`src/rtl/imem_loader.sv`:
```
// rtl/imem_loader.sv - byte-stream image loader driving the instruction-memory write port
module imem_loader #(
  parameter int ADDR_WIDTH = 8,
  parameter int CNT_WIDTH  = 16
) (
  input  logic                  clk,
  input  logic                  rst,
  input  logic                  start,
  input  logic                  in_valid,
  input  logic [7:0]            in_data,
  output logic                  in_ready,
  output logic                  wr_en,
  output logic [ADDR_WIDTH-1:0] wr_addr,
  output logic [31:0]           wr_data,
  output logic                  cpu_hold,
  output logic                  done,
  output logic                  error
);

  typedef enum logic [2:0] {
    S_IDLE, S_LEN0, S_LEN1, S_DATA, S_CSUM, S_DONE, S_ERR
  } state_t;

  // Largest legal word count: exactly fills the memory.
  localparam logic [CNT_WIDTH:0] MAX_WORDS = (CNT_WIDTH+1)'(1) << ADDR_WIDTH;

  state_t                r_state;
  state_t                w_next;
  logic [CNT_WIDTH-1:0]  r_len;
  logic [CNT_WIDTH-1:0]  r_word_cnt;
  logic [1:0]            r_byte_idx;
  logic [23:0]           r_word;
  logic [7:0]            r_csum;
  logic                  r_wr_en;
  logic [ADDR_WIDTH-1:0] r_wr_addr;
  logic [31:0]           r_wr_data;

  logic                  w_xfer;
  logic                  w_restart;
  logic                  w_last_word;
  logic                  w_len_over;
  logic [CNT_WIDTH-1:0]  w_len;

  assign w_xfer      = in_valid && in_ready;
  assign w_restart   = start && (r_state == S_IDLE || r_state == S_DONE || r_state == S_ERR);
  // Full header value as it becomes known on the LEN_HI transfer.
  assign w_len       = {in_data, r_len[7:0]};
  assign w_len_over  = {1'b0, w_len} > MAX_WORDS;
  // The counter is compared against N-1 rather than used past the last word,
  // so a full-memory image never needs the wrapped counter as an address.
  assign w_last_word = (r_byte_idx == 2'd3) && (r_word_cnt == r_len - CNT_WIDTH'(1));

  assign in_ready = (r_state == S_LEN0) || (r_state == S_LEN1) ||
                    (r_state == S_DATA) || (r_state == S_CSUM);
  assign done     = (r_state == S_DONE);
  assign error    = (r_state == S_ERR);
  assign cpu_hold = (r_state != S_DONE);
  assign wr_en    = r_wr_en;
  assign wr_addr  = r_wr_addr;
  assign wr_data  = r_wr_data;

  // State register.
  always_ff @(posedge clk or negedge rst) begin
    if (!rst) r_state <= S_IDLE;
    else      r_state <= w_next;
  end

  // Next-state decode; the stream is never stalled so every ready state advances on valid.
  always_comb begin
    w_next = r_state;
    case (r_state)
      S_IDLE:  if (start) w_next = S_LEN0;
      S_LEN0:  if (w_xfer) w_next = S_LEN1;
      S_LEN1: begin
        if (w_xfer) begin
          if (w_len_over)      w_next = S_ERR;
          else if (w_len == 0) w_next = S_CSUM;
          else                 w_next = S_DATA;
        end
      end
      S_DATA:  if (w_xfer && w_last_word) w_next = S_CSUM;
      S_CSUM:  if (w_xfer) w_next = (in_data == r_csum) ? S_DONE : S_ERR;
      S_DONE:  if (start) w_next = S_LEN0;
      S_ERR:   if (start) w_next = S_LEN0;
      default: w_next = S_IDLE;
    endcase
  end

  // Header capture, little-endian word assembly, checksum and the one-cycle write strobe.
  always_ff @(posedge clk or negedge rst) begin
    if (!rst) begin
      r_len      <= '0;
      r_word_cnt <= '0;
      r_byte_idx <= '0;
      r_word     <= '0;
      r_csum     <= '0;
      r_wr_en    <= 1'b0;
      r_wr_addr  <= '0;
      r_wr_data  <= '0;
    end else begin
      r_wr_en <= 1'b0;
      if (w_restart) begin
        r_len      <= '0;
        r_word_cnt <= '0;
        r_byte_idx <= '0;
        r_csum     <= '0;
      end else if (w_xfer) begin
        case (r_state)
          S_LEN0: r_len[7:0] <= in_data;
          S_LEN1: r_len      <= w_len;
          S_DATA: begin
            r_csum     <= r_csum ^ in_data;
            r_byte_idx <= r_byte_idx + 2'd1;
            case (r_byte_idx)
              2'd0: r_word[7:0]   <= in_data;
              2'd1: r_word[15:8]  <= in_data;
              2'd2: r_word[23:16] <= in_data;
              default: begin
                r_wr_en    <= 1'b1;
                r_wr_addr  <= r_word_cnt[ADDR_WIDTH-1:0];
                r_wr_data  <= {in_data, r_word};
                r_word_cnt <= r_word_cnt + CNT_WIDTH'(1);
              end
            endcase
          end
          default: ;
        endcase
      end
    end
  end

endmodule

```
`config.mk`:
```
export PLATFORM = sky130hd
export DESIGN_NAME = imem_loader
export DESIGN_NICKNAME = d
export VERILOG_FILES = /design/src/rtl/imem_loader.sv
export SDC_FILE = /design/constraint.sdc
export NUM_CORES = 1
export LEC_CHECK = 0
export CAP_MARGIN = 5
export CORE_MARGIN = 2
export CORE_UTILIZATION = 60
export CTS_BUF_LIST = sky130_fd_sc_hd__clkbuf_8
export CTS_CLUSTER_DIAMETER = 30
export DETAILED_ROUTE_END_ITERATION = 8
export DONT_BUFFER_PORTS = 1
export GPL_TIMING_DRIVEN = 0
export PLACE_DENSITY = 0.76
export SLEW_MARGIN = 30
export SYNTH_ARGS = -nofsm -noshare
export SYNTH_HDL_FRONTEND = slang
export SYNTH_SLANG_ARGS = --single-unit
```
`constraint.sdc`:
```
create_clock -name clk -period 3.2 [get_ports clk]
set_clock_uncertainty 0.15 [all_clocks]
set_input_delay 0.64 -clock clk [delete_from_list [all_inputs] [get_ports clk]]
set_output_delay 0.64 -clock clk [all_outputs]
set_load 0.1 [all_outputs]
```
### After elaboration in Yosys (flattened, before gate mapping)

Index checks and enable logic that the tools add are counted.

* register bits: 110
* input bits: 12
* output and inout bits: 45

* $add $sub $neg: 3
* order comparisons: 1
* equal/unequal tests: 18
* mux-type cells: 27
* bitwise operators: 3
* reductions and logical operators: 27

Operators by type and width (count)
* 16-bit two-way mux: 6
* 8-bit two-way mux: 5
* 3-bit two-way mux: 7
* 16-bit by 1-bit adder with 16-bit output, second input constant: 1
* 16-bit == test: 1
* 16-bit by 9-bit greater-than comparator with 1-bit output, second input constant: 1
* 16-bit logical NOT: 1
* 4-bit AND reduction: 4
* 16-bit by 1-bit subtractor with 16-bit output, second input constant: 1
* 3-bit case mux with 5 select lines: 1
* 3-bit == test, second input constant: 3
* 8-bit == test: 1
* 2-bit two-way mux: 4
* 2-bit nonzero test: 4
* 8-bit XOR: 1
* 3-bit by 2-bit == test with 1-bit output, second input constant: 2
* 2-bit by 1-bit inequality test with 1-bit output, second input constant: 3
* 2-bit inequality test, second input constant: 3
* 2-bit AND reduction: 3
* 3-bit OR reduction: 2
* 1-bit logical OR: 5
* 5-bit AND reduction: 1
* 2-bit == test, second input constant: 2
* 1-bit logical AND: 4
* other kinds (9): 13

### Longest topological paths before layout

Gate-level depths: netlist of the first run.

* depth after elaboration: 8
* mapped depth: 10

### Worst setup path after synthesis of the first run

Ideal clock, no wire load.

* path type: flip-flop to flip-flop
* start point: register r_state[0]
* end point: register r_state[1]
* setup time: 0.127 ns
* arrival time: 3.667 ns
* required time: 2.923 ns
* setup slack: -0.744 ns
* stages on the path, launching flop included: 9
* path buffers: 1
* period minus slack after synthesis: 3.944 ns
* cells stage by stage: dfrtp_1 clkbuf_1 nor2_1 xnor2_1 nor4bb_1 nand4_1 a2111oi_4 or2_1 mux2_1

* longest elaborated chain between the ends: 8
* elaborated cells between the ends (all ways): 20
* those cells by class: 11 x eq/ne; 1 x mux; 8 x reduce/logical

RTL lines
* start, declared: RTL line 27 `state_t r_state;`
* start signal, assigned: RTL line 65 `else r_state <= w_next;`
* 3-bit by 1-bit == test with 1-bit output / 3-bit by 2-bit == test with 1-bit output (equally long branches): RTL line 53 `assign in_ready = (r_state == S_LEN0) || (r_state == S_LEN1) ||`
* 1-bit logical OR (2 in series): RTL line 53
* 1-bit logical OR *: RTL line 54 `(r_state == S_DATA) || (r_state == S_CSUM);`
* via in_ready: RTL line 11 `output logic in_ready,`
* 1-bit logical AND *: RTL line 44 `assign w_xfer = in_valid && in_ready;`
* 1-bit logical AND: RTL line 81 `S_DATA: if (w_xfer && w_last_word) w_next = S_CSUM;`
* 2-bit by 1-bit inequality test with 1-bit output (no line)
* 5-bit AND reduction (no line) *

Mark *: on every way through the listed nets, which the timed path passes. The rest lies on a longest branch.
A chain may end at the register's enable or synchronous reset.

### Final worst setup path of the first run

Ends and elaborated chain as after synthesis.

==> flow_summary.json, run 1 <==
{
  "period_needed_ns": 3.07,
  "die-area_um2": 9730,
  "n_antenna_cell": 0,
  "slew_headroom_pct": 38.4,
  "place_ws_ns": -0.432,
  "holdWs_ns": -0.207,
  "tightest_slew_ns": 0.925,
  "netlist_instances": 552,
  "clock-sinks": 110,
  "first_pass_iters": 4,
  "drt-total-wl_um": 11500,
  "use_met2_pct": 41.5,
  "rr_worst_depth": 8,
  "p_int_mw": 2.78,
  "area_growth_pct": 7.59,
  "fin_cells": 677,
  "hold_violations": 110,
  "clkTransAtPathRegs_ns": 0.12,
  "vias": 3872,
  "io_buffers": 0,
  "synth_nets": 572,
  "failed_checks": "negative hold slack",
  "status": "finished with violations",
  "grt_pass1_vias": 3933,
  "arrival_ns": 3.20,
  "grt_pass1_wl_um": 19600,
  "worstHoldPathType": "primary input to async pin",
  "drive_gt1_share_pct": 13.7,
  "place_congestion": 0.840,
  "startpoint": "r_state[0]$_DFFE_PN0P_",
  "grt_usage_pct": 25.4,
  "place_inst": 660,
  "synthDistinctLibCells": 53,
  "layout_common_cells": "nand2_1 (165), dfrtp_1 (107), nor2_1 (34)",
  "crit_path_end_kind": "flip-flop",
  "ys_seq_area_share_pct": 51.2,
  "syn_avg_cell_area_um2": 9.74,
  "p_sw_share_pct": 41.3,
  "grt.met3_usage_pct": 4.68,
  "power_density_nw_per_um2": 821,
  "clkLatencyLatePin_ns": 0.38,
  "r2r_slack_ns": 0.13,
  "cts_tree": "done",
  "net-switching-power_mw": 1.96,
  "worstPathRequired_ns": 3.33,
  "die_h_um": 98.6,
  "die_w_um": 98.6,
  "drv_slew": 0,
  "dpl.hpwl_um": 7890,
  "ioPinCount": 57,
  "rsz0062_at_grt": "no",
  "antenna_found_initial": 0,
  "synth_flop_cell": "dfrtp_1",
  "fin_crit_sh_pct": 96.0,
  "coreArea_um2": 8720,
  "timing.setup.critical_path_class": "flip-flop to flip-flop",
  "fmax_ghz": 0.325,
  "clkPwrFrac_pct": 17.5,
  "power_mw": 4.74,
  "globalRoute.totalOverflow": 0,
  "syn_area_um2": 5370,
  "rr_startpoint": "r_state[0]$_DFFE_PN0P_",
  "routedWlPerCell_um": 17.0,
  "pwr-share-seq_pct": 43.6,
  "power.leakage_nw": 2.84,
  "grt_max_degree": 111,
  "routed_via_density": 5.72,
  "start_kind": "flip-flop",
  "initial_utilization_pct": 61.6,
  "fillers": 677,
  "grt_busiest_layer": "met2",
  "peakVddDrop_mv": 0.418,
  "synth_warnings": 0,
  "final_common_cell": "nand2_1",
  "drt_iter0_drc": 201,
  "synth_edf_count": 0,
  "synth_seq_cells": 110,
  "core.rowCount": 34,
  "finalNetCount": 584,
  "maxCapViolCount": 0,
  "clockBufferDepth": 2,
  "cts-buffers-inserted": 9,
  "async_flop_share_pct": 100,
  "antenna_left": 0,
  "clockRootBuffer": "clkbuf_8",
  "grt_use_met1_pct": 35.0,
  "drc": 0,
  "pwr-share-comb_pct": 39.0,
  "fin_ws_ns": 0.127,
  "crit_path_max_fanout": 10,
  "htreeDepth": 3,
  "setup_viol": 0
}
-- power by group through the flow --
stage | Clock (mW) | Combinational, mW | Sequential (mW)
after floorplan | 0 | 1.55 | 1.99
after global placement | 0 | 1.77 | 2.03
after detailed placement | 0 | 1.83 | 2.05
after CTS | 0.851 | 1.82 | 2.06
after global routing | 0.895 | 2.02 | 2.11
final | 0.828 | 1.85 | 2.07
-- layout make-up --
cell class / instances / area (um^2) / area share, %
buffer: 27 / 114 / 1.97
tap: 108 / 135 / 2.34
inverter: 11 / 45.0 / 0.779
timing repair buffer: 3 / 22.5 / 0.390
multi-input combinational: 402 / 2510 / 43.4
sequential: 110 / 2760 / 47.7
clock inverter: 7 / 77.6 / 1.34
clock buffer: 9 / 124 / 2.14
-- registers in the layout (all words and copies together) (netlist names) --
name,cells
r_state,3
wr_en,1
r_word_cnt,16
wr_data,32
r_byte_idx,2
r_csum,8
wr_addr,8
r_len,16
r_word,24
-- worst paths after layout --
check | endpoint
max | r_state[1]$_DFFE_PN0P_
min | r_len[10]$_DFFE_PN0P_
max reg2reg | r_state[1]$_DFFE_PN0P_
min reg2reg | wr_data[7]$_DFFE_PN0P_
max in group asynchronous | r_state[0]$_DFFE_PN0P_
min in group clk | wr_data[7]$_DFFE_PN0P_
-- logic make-up (layout without fill, tap and decap cells) --
kind of cell | count (synthesis) | count (layout) | synth area share [%]
flops | 110 | 110 | 51.2
compound gates | 57 | 57 | 7.19
xor+xnor | 44 | 44 | 7.17
simple gates | 258 | 258 | 21.7
buf+inv | 40 | 57 | 2.96
fa+ha+maj | 9 | 9 | 2.05
mux | 34 | 34 | 7.68
-- cell usage after synthesis, types with 2 or more instances --
cell type | n | area share, %
nand4_1 | 10 | 1.2
nand3b_1 | 2 | 0.28
inv_2 | 3 | 0.21
nor2b_1 | 7 | 0.81
nor4_2 | 2 | 0.47
a22o_1 | 3 | 0.49
o22ai_1 | 2 | 0.23
nor4_1 | 4 | 0.47
nor3_1 | 4 | 0.37
buf_1 | 5 | 0.35
nor3_2 | 2 | 0.37
o21ai_0 | 9 | 0.84
or4_1 | 2 | 0.28
nand2b_1 | 2 | 0.23
xor2_1 | 32 | 5.2
ha_1 | 8 | 1.9
or3_1 | 6 | 0.70
nand2_1 | 165 | 12
a211oi_1 | 3 | 0.42
and3_1 | 7 | 0.81
xnor2_1 | 12 | 2.0
dfrtp_1 | 110 | 51
inv_1 | 8 | 0.56
nand3_1 | 5 | 0.47
a21oi_1 | 19 | 1.8
nor2_1 | 34 | 2.4
mux2_2 | 25 | 5.2
o21ai_1 | 8 | 0.75
mux2_4 | 8 | 2.2
clkbuf_1 | 22 | 1.5
-- worst max-delay path, cell delays in order, from the launching register on --
cell and delay [ns]:
dfrtp_2 0.51, nor2_1 0.14, xnor2_4 0.65, nor4bb_1 0.30
nand4_1 0.21, a2111oi_4 0.31, buf_4 0.20, or2_1 0.16
mux2_1 0.34
-- routing by layer --
metal	share of wire, %	up-vias	wire, um
li1	-	1864	-
met1	45	1905	5190
met2	49	79	5630
met3	4.2	24	488
met4	2.0	0	226
met5	0	-	0
-- metrics by stage --
stage / TNS (ns) / instance area [um^2] / utilization (%)
6_report: 0 / 5780 / 66.3
5_1_grt: 0 / 5780 / 66.3
4_1_cts: 0 / 5770 / 66.1
3_5_place_dp: -12.63 / 5540 / 63.5
3_3_place_gp: -9.60 / 5540 / 63.5
2_1_floorplan: 0 / 5400 / -
-- what timing repair did --
item | 4_1_cts | 5_1_grt
pin swaps | 2 | 2
resized for setup | 6 | 7
endpoints found under the setup margin | 43 | 40
buffers inserted | 2 | 1
hold endpoints to repair | 110 | 110
Power figures use the tool's default switching activity.
==> run 2: changes to the inputs <==
--- a/config.mk
+++ b/config.mk
@@ -13,7 +13,7 @@
 export DETAILED_ROUTE_END_ITERATION = 8
 export DONT_BUFFER_PORTS = 1
 export GPL_TIMING_DRIVEN = 0
-export PLACE_DENSITY = 0.76
+export PLACE_DENSITY = 0.82
 export SLEW_MARGIN = 30
 export SYNTH_ARGS = -nofsm -noshare
 export SYNTH_HDL_FRONTEND = slang
==> run 2 against run 1 <==
Net effect:
- the flow still finishes with violations (negative hold slack)
- flip-flop and latch count did not move
- cell area barely moved
- sequential share of layout area barely moved
- critical endpoint unchanged
- largest power group unchanged
==> flow_summary.json, run 2 (synthesized netlist as in run 1, its figures left out) <==
{
  "status": "finished with violations",
  "failed_checks": "negative hold slack",
  "n_antenna_cell": 0,
  "fillers": 681,
  "clkTransAtPathRegs_ns": 0.12,
  "antenna_found_initial": 0,
  "clock-sinks": 110,
  "setup_viol": 0,
  "timing.setup.critical_path_class": "flip-flop to flip-flop",
  "area_growth_pct": 7.54,
  "max_stage_delay_ns": 0.69,
  "first_pass_iters": 4,
  "drt-total-wl_um": 11800,
  "slowest_stage": "xnor2_4",
  "maxCapViolCount": 0,
  "path_cells": "nor2_1 > xnor2_4 > nor4bb_1 > nand4_1 > a2111oi_4 > buf_4 > or2_1 > mux2_1",
  "drt_iter0_drc": 203,
  "fin_cells": 676,
  "power_density_nw_per_um2": 831,
  "die_h_um": 98.6,
  "place_ws_ns": -0.405,
  "largest_register_ffs": 32,
  "rsz0062_at_grt": "yes",
  "hold_violations": 110,
  "arrival_ns": 3.20,
  "grt_max_degree": 111,
  "slew_headroom_pct": 37.8,
  "drive_gt1_share_pct": 13.4,
  "coreArea_um2": 8720,
  "utilization_pct": 66.3,
  "grt_pass1_vias": 4128,
  "die_w_um": 98.6,
  "grt_usage_pct": 25.8,
  "fmax_ghz": 0.327,
  "start_kind": "flip-flop",
  "grt_pass1_wl_um": 19900,
  "power.leakage_nw": 2.83,
  "clockRootBuffer": "clkbuf_8",
  "crit_path_end_kind": "flip-flop",
  "place_congestion": 0.848,
  "routedWlPerCell_um": 17.5,
  "dpl.hpwl_um": 8000,
  "cts-buffers-inserted": 9,
  "crit_path_max_fanout": 10,
  "die-area_um2": 9730,
  "worstPathRequired_ns": 3.34,
  "fin_ws_ns": 0.140,
  "tightest_slew_ns": 0.933,
  "layout_common_cells": "nand2_1 (165), dfrtp_1 (107), nor2_1 (34)",
  "fin_setup_tns_ns": 0,
  "power_mw": 4.80,
  "finalNetCount": 583,
  "ioPinCount": 57,
  "routed_via_density": 5.89,
  "globalRoute.totalOverflow": 0,
  "vias": 3980,
  "placed_cell_area_um2": 5540,
  "clkLatencyLatePin_ns": 0.39,
  "final_area_um2": 5780,
  "cts_tree": "done",
  "io_buffers": 0,
  "clockBufferDepth": 2,
  "holdWs_ns": -0.219,
  "htreeDepth": 3,
  "fin_crit_sh_pct": 95.6,
  "period_needed_ns": 3.06,
  "worstHoldPathType": "primary input to async pin",
  "antenna_left": 0,
  "place_inst": 660,
  "final_common_cell": "nand2_1",
  "core.rowCount": 34,
  "drv_slew": 0,
  "drc": 0,
  "initial_utilization_pct": 61.6,
  "peakVddDrop_mv": 0.354
}
run 2: area by class of cell:
cell class,count,area (um^2),share of cell area [%]
multi-input cells,402,2500,43.3
plain buffers,27,114,1.97
clock buffers,9,124,2.14
well taps,108,135,2.34
repair buffers,2,15.0,0.260
flip-flops and latches,110,2760,47.7
clock inverters,7,85.1,1.47
inverters,11,45.0,0.779
run 2: power breakdown:
part | internal [mW] | switching (mW)
Clock | 0.316 | 0.537
Combinational | 0.802 | 1.07
Sequential | 1.67 | 0.400
Total | 2.79 | 2.01
run 2: path summary, 6_finish.rpt:
path	startpoint	endpoint	slack, ns	depth (start not counted)
max in group asynchronous	rst	r_state[0]$_DFFE_PN0P_	2.97	0
worst max-delay path	r_state[0]$_DFFE_PN0P_	r_state[1]$_DFFE_PN0P_	0.14	8
min in group clk	r_word[18]$_DFFE_PN0P_	wr_data[18]$_DFFE_PN0P_	0.33	2
worst max register to register	r_state[0]$_DFFE_PN0P_	r_state[1]$_DFFE_PN0P_	0.14	8
worst min-delay path	rst	wr_data[10]$_DFFE_PN0P_	-0.22	0
worst min register to register	r_word[18]$_DFFE_PN0P_	wr_data[18]$_DFFE_PN0P_	0.33	2
run 2: timing repair:
action                                  4_1_cts  5_1_grt
resized for setup                             2       11
endpoints found under the setup margin       43       42
pin swaps                                     1        0
hold endpoints to repair                    110      110
buffers inserted                              1        1
run 2: routing by layer:
| metal | vias to the layer above | global-route usage, % | routed length, um |
|---|---|---|---|
| met3 | 25 | 5.46 | 576 |
| met5 | - | 0 | 0 |
| li1 | 1854 | - | - |
| met2 | 114 | 43.1 | 5890 |
| met4 | 0 | 8.01 | 248 |
| met1 | 1987 | 34.1 | 5080 |
run 2: worst max-delay path, delay by kind of cell (launching register included):
kind	cells	cell delay [ns]
simple gates	4	0.79
flops	1	0.51
compound gates	1	0.30
xor+xnor	1	0.69
buf+inv	1	0.20
mux	1	0.34
==> run 3: changes to the inputs <==
--- a/config.mk
+++ b/config.mk
@@ -7,13 +7,13 @@
 export LEC_CHECK = 0
 export CAP_MARGIN = 5
 export CORE_MARGIN = 2
-export CORE_UTILIZATION = 60
+export CORE_UTILIZATION = 36
 export CTS_BUF_LIST = sky130_fd_sc_hd__clkbuf_8
 export CTS_CLUSTER_DIAMETER = 30
 export DETAILED_ROUTE_END_ITERATION = 8
 export DONT_BUFFER_PORTS = 1
 export GPL_TIMING_DRIVEN = 0
-export PLACE_DENSITY = 0.82
+export PLACE_DENSITY = 0.56
 export SLEW_MARGIN = 30
 export SYNTH_ARGS = -nofsm -noshare
 export SYNTH_HDL_FRONTEND = slang
==> run 3 against run 2 <==
Net effect:
- the flow still finishes with violations (negative hold slack)
- first-iteration DRC count is 36% higher
- critical path type unchanged
- non-clock buffer count did not move
- flip-flop and latch count unchanged
- wire length is 3.8% higher
- die area is 64% higher
- sequential share of layout area fell by 0.81 points
- count of clock-buffer cells in the layout is the same
- power decreased by 0.11%
- worst hold slack improved by 0.011 ns
- via count fell by 4.1%
- sequential power about the same
==> flow_summary.json, run 3 (synthesized netlist as in run 1, its figures left out) <==
{
  "p_int_mw": 2.86,
  "drc": 0,
  "globalRoute.totalOverflow": 0,
  "initial_utilization_pct": 37.0,
  "grt_max_degree": 111,
  "top_layer_used": "met4",
  "utilization_pct": 40.4,
  "drt_iter0_drc": 277,
  "clock-sinks": 110,
  "power_density_nw_per_um2": 816,
  "holdWs_ns": -0.209,
  "core.rowCount": 44,
  "path_cells": "nor2_1 > xnor2_4 > nor4bb_1 > nand4_1 > a2111oi_4 > buf_4 > or2_1 > mux2_1",
  "drv_slew": 0,
  "fin_crit_sh_pct": 94.3,
  "start_kind": "flip-flop",
  "coreArea_um2": 14500,
  "rr_startpoint": "r_state[0]$_DFFE_PN0P_",
  "arrival_ns": 3.16,
  "clkTransAtPathRegs_ns": 0.11,
  "failed_checks": "negative hold slack",
  "cts-buffers-inserted": 9,
  "crit_path_end_kind": "flip-flop",
  "htreeDepth": 3,
  "place_congestion": 0.880,
  "cts_tree": "done",
  "worstHoldPathType": "primary input to async pin",
  "clockBufferDepth": 2,
  "clockRootBuffer": "clkbuf_8",
  "timing.setup.critical_path_class": "flip-flop to flip-flop",
  "ioPinCount": 57,
  "finalNetCount": 583,
  "wl_met3_um": 613,
  "grt_pass1_vias": 3699,
  "slowest_stage": "xnor2_4",
  "clkLatencyLatePin_ns": 0.39,
  "io_buffers": 0,
  "fin_setup_tns_ns": 0,
  "period_needed_ns": 3.02,
  "rr_worst_depth": 8,
  "critPathTopFamily": "simple AND/OR/NAND/NOR gates",
  "n_antenna_cell": 0,
  "p_sw_share_pct": 40.5,
  "dr_wl_met2_um": 6020,
  "die_h_um": 126,
  "maxCapViolCount": 0,
  "timing.critical_path.buf_inv": 1,
  "largest_register_ffs": 32,
  "setup_viol": 0,
  "slew_headroom_pct": 38.5,
  "worstPathRequired_ns": 3.34,
  "crit_path_max_fanout": 10,
  "drt-total-wl_um": 12200,
  "layout_common_cells": "nand2_1 (165), dfrtp_1 (108), nor2_1 (34)",
  "dpl.hpwl_um": 8410,
  "routed_via_density": 5.08,
  "net-switching-power_mw": 1.94,
  "final_common_cell": "nand2_1",
  "peakVddDrop_mv": 0.381,
  "first_pass_iters": 4,
  "pwr-share-seq_pct": 42.9,
  "vias": 3817,
  "drive_gt1_share_pct": 13.7,
  "r2r_slack_ns": 0.18,
  "hold_violations": 110,
  "power.leakage_nw": 2.84,
  "grt_usage_pct": 16.0,
  "tightest_slew_ns": 0.923,
  "r2r_end": "r_state[1]$_DFFE_PN0P_",
  "fmax_ghz": 0.331,
  "clkPwrFrac_pct": 18.3,
  "antenna_left": 0,
  "place_inst": 736,
  "area_growth_pct": 9.36,
  "die-area_um2": 15900,
  "die_w_um": 126,
  "antenna_found_initial": 0,
  "status": "finished with violations",
  "grt_pass1_wl_um": 19900,
  "routedWlPerCell_um": 16.3,
  "max_stage_delay_ns": 0.66,
  "drt-met1-wl_um": 5480,
  "fin_cells": 752,
  "pwr-share-comb_pct": 38.8
}
[run 3: cell type report]
| class | instances | area (um^2) |
|---|---|---|
| timing repair buffer | 2 | 15.0 |
| buffer | 27 | 115 |
| fill | 1420 | 8660 |
| sequential | 110 | 2760 |
| clock inverter | 7 | 77.6 |
| tap | 184 | 230 |
| multi-input combinational | 402 | 2510 |
| clock buffer | 9 | 124 |
| inverter | 11 | 45.0 |
[run 3: through the flow]
step / cell area [um^2] / power (mW) / setup slack [ns] / hold slack, ns
floorplan: 5400 / 3.54 / 0.202 / 0.194
global placement: 5630 / 3.83 / -0.427 / 0.198
detailed placement: 5630 / 3.89 / -0.453 / 0.197
CTS: 5860 / 4.82 / 0.00837 / -0.242
global route: 5880 / 5.11 / -0.00616 / -0.248
finish: 5880 / 4.80 / 0.181 / -0.209
[run 3: timing repair]
item                                   4_1_cts  5_1_grt
gates resized for setup                      7        7
buffers inserted                             1        1
setup endpoints to repair                   44       26
endpoints found under the hold margin      110      110
pin swaps                                    1        2
[run 3: power groups by stage]
stage / sequential, mW / clock, mW / combinational [mW]
floorplan: 1.99 / 0 / 1.55
global placement: 2.03 / 0 / 1.80
detailed placement: 2.05 / 0 / 1.84
CTS: 2.06 / 0.909 / 1.86
global route: 2.11 / 0.962 / 2.03
finish: 2.06 / 0.876 / 1.86
[run 3: metal layers]
layer,track usage (%),up-vias
li1,-,1852
met3,5.31,11
met4,3.62,0
met2,26.6,77
met1,20.4,1877
met5,0,-
[run 3: how the worst max path moves through the flow]
stage,startpoint,end,slack [ns],depth (start not counted)
2_1_floorplan,r_state[0]$_DFFE_PN0P_,r_state[1]$_DFFE_PN0P_,0.20,8
3_3_place_gp,r_state[2]$_DFFE_PN0P_,r_csum[1]$_DFFE_PN0P_,-0.43,7
3_5_place_dp,r_state[2]$_DFFE_PN0P_,r_csum[1]$_DFFE_PN0P_,-0.45,7
4_1_cts,r_state[1]$_DFFE_PN0P_,r_state[1]$_DFFE_PN0P_,0.008,7
5_1_grt,r_state[0]$_DFFE_PN0P_,r_state[1]$_DFFE_PN0P_,-0.006,8
6_report,r_state[0]$_DFFE_PN0P_,r_state[1]$_DFFE_PN0P_,0.18,8
